$ cat src/rtl/connect4_pkg.sv
// Shared types and constants for the Connect-4 board sequencer:
// board geometry, tile encoding and the controller state encoding.
package connect4_pkg;

   localparam int ROWS  = 6;
   localparam int COLS  = 7;
   localparam int CELLS = ROWS * COLS;

   typedef logic [1:0] tile_t;

   localparam tile_t EMPTY = 2'b00;
   localparam tile_t P1    = 2'b01;
   localparam tile_t P2    = 2'b10;

   // Row 0 is the top of the board, as the screen drawer expects.
   typedef tile_t [0:ROWS-1][0:COLS-1] board_t;

   typedef enum logic [1:0] {
      ST_IDLE,
      ST_FALL,
      ST_LAND,
      ST_FULL
   } state_t;

   function automatic tile_t other_player(input tile_t p);
      return (p == P1) ? P2 : P1;
   endfunction

endpackage

$ cat src/rtl/fall_timer.sv
// Row-step pacing for the falling token: a down-counter that fires a
// one-cycle tick every FALL_TICKS cycles, realigned by restart.
module fall_timer #(
   parameter int unsigned FALL_TICKS = 1250000
) (
   input  logic clk,
   input  logic rst,
   input  logic restart,
   output logic tick
);

   localparam int unsigned CW = (FALL_TICKS > 1) ? $clog2(FALL_TICKS) : 1;
   localparam logic [CW-1:0] RELOAD = CW'(FALL_TICKS - 1);

   logic [CW-1:0] cnt_q, cnt_d;

   always_comb begin
      if (restart || (cnt_q == '0)) begin
         cnt_d = RELOAD;
      end else begin
         cnt_d = cnt_q - 1'b1;
      end
   end

   // A restart edge begins a fresh period, so it never counts as a tick.
   assign tick = (cnt_q == '0) && !restart;

   // NOTE: sequential state is updated with non-blocking assignments only.
   always_ff @(posedge clk) begin
      if (rst) begin
         cnt_q <= RELOAD;
      end else begin
         cnt_q <= cnt_d;
      end
   end

endmodule

$ cat src/rtl/board_controller.sv
// Connect-4 game-state sequencer: owns the tile register, the column
// cursor, turn alternation and the row-by-row token-drop animation.
module board_controller
   import connect4_pkg::*;
#(
   parameter int unsigned FALL_TICKS = 1250000,
   parameter int unsigned START_COL  = 3
) (
   input  logic       clk,
   input  logic       rst,
   input  logic       btn_left,
   input  logic       btn_right,
   input  logic       btn_drop,
   output board_t     tiles,
   output logic [2:0] cursor_col,
   output logic [1:0] current_player,
   output logic       busy,
   output logic       drop_done,
   output logic       illegal,
   output logic       board_full
);

   state_t     state_q, state_d;
   board_t     tiles_q, tiles_d;
   logic [2:0] cursor_q, cursor_d;
   logic [2:0] col_q, col_d;
   logic [2:0] row_q, row_d;
   tile_t      player_q, player_d;
   logic [5:0] count_q, count_d;
   logic       busy_q, busy_d;
   logic       drop_done_q, drop_done_d;
   logic       illegal_q, illegal_d;
   logic       full_q, full_d;

   logic       tick;
   logic       restart;
   logic [2:0] row_below;
   logic       below_free;

   fall_timer #(
      .FALL_TICKS (FALL_TICKS)
   ) u_fall_timer (
      .clk     (clk),
      .rst     (rst),
      .restart (restart),
      .tick    (tick)
   );

   assign row_below  = row_q + 3'd1;
   assign below_free = (row_q < 3'(ROWS - 1)) && (tiles_q[row_below][col_q] == EMPTY);

   always_comb begin
      // NOTE: every variable gets a default here so no path infers a latch.
      state_d     = state_q;
      tiles_d     = tiles_q;
      cursor_d    = cursor_q;
      col_d       = col_q;
      row_d       = row_q;
      player_d    = player_q;
      count_d     = count_q;
      busy_d      = busy_q;
      drop_done_d = 1'b0;
      illegal_d   = 1'b0;
      full_d      = full_q;
      restart     = 1'b0;

      case (state_q)
         ST_IDLE: begin
            if (btn_drop) begin
               if (tiles_q[0][cursor_q] != EMPTY) begin
                  illegal_d = 1'b1;
               end else begin
                  col_d                = cursor_q;
                  row_d                = 3'd0;
                  tiles_d[0][cursor_q] = player_q;
                  busy_d               = 1'b1;
                  restart              = 1'b1;
                  state_d              = ST_FALL;
               end
            end else if (btn_left && !btn_right) begin
               cursor_d = (cursor_q == 3'd0) ? 3'(COLS - 1) : cursor_q - 3'd1;
            end else if (btn_right && !btn_left) begin
               cursor_d = (cursor_q == 3'(COLS - 1)) ? 3'd0 : cursor_q + 3'd1;
            end
         end

         ST_FALL: begin
            if (tick) begin
               if (below_free) begin
                  tiles_d[row_q][col_q]     = EMPTY;
                  tiles_d[row_below][col_q] = player_q;
                  row_d                     = row_below;
               end else begin
                  drop_done_d = 1'b1;
                  busy_d      = 1'b0;
                  state_d     = ST_LAND;
               end
            end
         end

         ST_LAND: begin
            count_d  = (count_q == 6'(CELLS)) ? count_q : count_q + 6'd1;
            player_d = other_player(player_q);
            if (count_q + 6'd1 == 6'(CELLS)) begin
               full_d  = 1'b1;
               state_d = ST_FULL;
            end else begin
               state_d = ST_IDLE;
            end
         end

         ST_FULL: begin
            state_d = ST_FULL;
         end

         default: begin
            state_d = ST_IDLE;
         end
      endcase
   end

   always_ff @(posedge clk) begin
      if (rst) begin
         state_q     <= ST_IDLE;
         tiles_q     <= '0;
         cursor_q    <= 3'(START_COL);
         col_q       <= 3'd0;
         row_q       <= 3'd0;
         player_q    <= P1;
         count_q     <= 6'd0;
         busy_q      <= 1'b0;
         drop_done_q <= 1'b0;
         illegal_q   <= 1'b0;
         full_q      <= 1'b0;
      end else begin
         state_q     <= state_d;
         tiles_q     <= tiles_d;
         cursor_q    <= cursor_d;
         col_q       <= col_d;
         row_q       <= row_d;
         player_q    <= player_d;
         count_q     <= count_d;
         busy_q      <= busy_d;
         drop_done_q <= drop_done_d;
         illegal_q   <= illegal_d;
         full_q      <= full_d;
      end
   end

   assign tiles          = tiles_q;
   assign cursor_col     = cursor_q;
   assign current_player = player_q;
   assign busy           = busy_q;
   assign drop_done      = drop_done_q;
   assign illegal        = illegal_q;
   assign board_full     = full_q;

endmodule
$ cat config.mk
export PLATFORM = sky130hd
export DESIGN_NAME = board_controller
export DESIGN_NICKNAME = d
export VERILOG_FILES = /design/src/rtl/connect4_pkg.sv /design/src/rtl/fall_timer.sv /design/src/rtl/board_controller.sv
export SDC_FILE = /design/constraint.sdc
export NUM_CORES = 1
export LEC_CHECK = 0
export CAP_MARGIN = 25
export CORE_MARGIN = 2
export CORE_UTILIZATION = 45
export CTS_CLUSTER_DIAMETER = 120
export DETAILED_ROUTE_END_ITERATION = 7
export GPL_ROUTABILITY_DRIVEN = 0
export PLACE_DENSITY = 0.73
export SLEW_MARGIN = 20
export SYNTH_ARGS = -nofsm -noshare
export SYNTH_HDL_FRONTEND = slang
export SYNTH_SLANG_ARGS = --single-unit
$ cat constraint.sdc
create_clock -name clk -period 4.3 [get_ports clk]
set_input_delay 0.43 -clock clk [delete_from_list [all_inputs] [get_ports clk]]
set_output_delay 0.43 -clock clk [all_outputs]
set_load 0.01 [all_outputs]
==> results.json <==
{
  "yosys_register_bits": 128,
  "ios": 98,
  "rows": 43,
  "drv_slew": 0,
  "die_w_um": 123,
  "final_cell_mix": "dfxtp_1 (128), clkdlybuf4s50_1 (97), nor2_1 (59)",
  "path_clk_slew_ns": 0.06,
  "period_share_pct": 84.8,
  "insertion_delay_ns": 0.43,
  "crit_arrival_ns": 3.96,
  "grt_pass1_wl_um": 31900,
  "yosysWarnings": 0,
  "cap_violations": 0,
  "status": "finished clean",
  "fp.coreArea_um2": 13900,
  "cts_tree": "built",
  "final_nets": 827,
  "max_freq_mhz": 274,
  "relSlewSlack_pct": 27.5,
  "portBuffers": 97,
  "crit_path_end_kind": "register",
  "die_h_um": 123,
  "ys_types": 67,
  "leakage_nw": 2.60,
  "layout-drive-gt1-share_pct": 9.34,
  "grt_pass1_vias": 6143,
  "h-tree-depth": 4,
  "tightest_slew_ns": 1.08,
  "worst_hold_path_type": "reg2reg",
  "wl_per_cell_um": 20.0,
  "irDropWorstVdd_mv": 0.247,
  "cts_inserted_buffers": 17,
  "r2r-start": "u_fall_timer.cnt_q[0]",
  "required_ns": 4.61,
  "postCtsSetupBuffers": 0,
  "wirelength_um": 20100,
  "first_iter_violations": 651,
  "rsz0062_at_grt": "false",
  "first_pass_iters": 5,
  "setup.worst_path.start": "u_fall_timer.cnt_q[0]",
  "cts_root_buf": "clkbuf_16",
  "grt_max_degree": 67,
  "cts_resized": 0,
  "finalSetupViolCount": 0,
  "crit_type": "reg2reg",
  "synth_top_area_share_pct": 39.9,
  "yosys-top-cells-area": "dfxtp_1 (40%), o311ai_0 (7.8%), o21ai_1 (3.8%), clkbuf_1 (3.5%), nor2_1 (3.4%)",
  "synth_nets": 764,
  "cts.sinks": 128,
  "layout_commonest_cell": "dfxtp_1",
  "drtAntennaViolNets": 0,
  "grt.total_usage_pct": 27.0,
  "viasPerCell": 6.49,
  "overflow": 0,
  "startpoint_type": "register",
  "final_hold_viol_count": 0,
  "antenna_found_initial": 0,
  "syn_to_final_growth_pct": 25.6,
  "holdBufCountCts": 0,
  "async_reset_ff_share_pct": 0,
  "powerDensity_nw_per_um2": 384,
  "netlist_area_um2": 6420,
  "start_util_pct": 46.1,
  "fin_skew_ns": 0.00979,
  "final_util_pct": 57.9,
  "tns_ns": 0,
  "place_hpwl_um": 14000,
  "cts_buffer_depth": 2,
  "n_antenna_cell": 0,
  "vias": 6516,
  "cp_max_fo": 11,
  "min_from": "u_fall_timer.cnt_q[0]",
  "seq_area_frac_synth_pct": 39.9,
  "avgSynthCellArea_um2": 8.58,
  "syn_inst": 748,
  "synth-edff-count": 0,
  "synth-main-ff-cell": "dfxtp_1",
  "post-route-drc-count": 0,
  "dieArea_um2": 15200,
  "synth_area_leader_cell": "dfxtp_1",
  "post-route-min-period_ns": 3.64
}
## registers in the layout, indices dropped and copies added, names as in the netlist, 2 cells and up
signal and flops:
u_fall_timer.cnt_q 21, cursor_col 3, state_q 2, count_q 6, current_player 2, tiles 84
col_q 3, row_q 3
## final timing paths
kind | cells past startpoint | slack, ns | endpoint
worst max-delay path | 10 | 0.66 | tiles[70]
worst min register to register | 1 | 0.40 | u_fall_timer.cnt_q[0]
worst max register to register | 10 | 0.66 | tiles[70]
worst min-delay path | 1 | 0.40 | u_fall_timer.cnt_q[0]
## where the power goes
group          total [W]  switching [W]  internal, W
clock network    0.00146       0.000539     0.000925
registers        0.00127      0.0000539      0.00122
logic           0.000366       0.000241     0.000124
## per-stage QoR
stage	std cells	setup WS, ns	power (W)	cell area, um^2	hold slack (ns)
floorplan	748	1.16	0.00152	6420	0.366
global placement	969	0.809	0.00163	7440	0.377
detailed placement	971	0.711	0.00165	7450	0.382
CTS	1003	0.695	0.00310	8050	0.396
global route	1004	0.455	0.00320	8060	0.428
finish	1004	0.655	0.00310	8060	0.396
## Yosys cell counts (5+ instances only)
master,number
a21oi_1,33
inv_1,15
dfxtp_1,128
o21ai_0,35
nand3_4,5
ha_1,11
nor3_1,34
o311ai_0,57
a221oi_1,5
nor2_1,59
xnor2_1,15
clkbuf_1,60
nand2_1,49
xor2_1,8
or3_1,9
nor4_1,8
o21ai_1,49
nor3b_1,13
o2bb2ai_2,10
a31oi_1,5
nand4_1,11
o22ai_1,8
nand3_1,16
nand2b_1,10
a211oi_1,12
or4_4,6
## critical path: stages (launching register included)
cell	delay, ns
dfxtp_1	0.31
inv_1	0.06
ha_1	0.17
or3b_1	0.40
or3_1	0.36
or3_1	0.43
or4_4	0.55
or2_4	0.27
o21ai_2	0.50
a21oi_1	0.17
a2111oi_2	0.31
## layout make-up
type | count | area [um^2]
fill | 1192 | 5870
multi-input combinational | 540 | 3540
sequential | 128 | 2560
timing repair buffer | 109 | 1070
clock buffer | 19 | 443
tap | 180 | 225
clock inverter | 13 | 161
inverter | 15 | 56.3
## layer usage
metal	vias to the layer above	wire [um]	GRT usage, %
met3	57	1580	6.00
met1	3119	8270	34.5
li1	2981	-	-
met2	359	9660	43.4
met4	0	595	12.7
met5	-	0	0
## cell families after synthesis
kind of cell | share of synthesized area [%]
compound gates | 28.1
xor+xnor | 3.14
fa+ha+maj | 2.14
buf+inv | 4.87
flops | 39.9
mux | 0.663
simple gates | 21.2
Power figures use the tool's default switching activity.
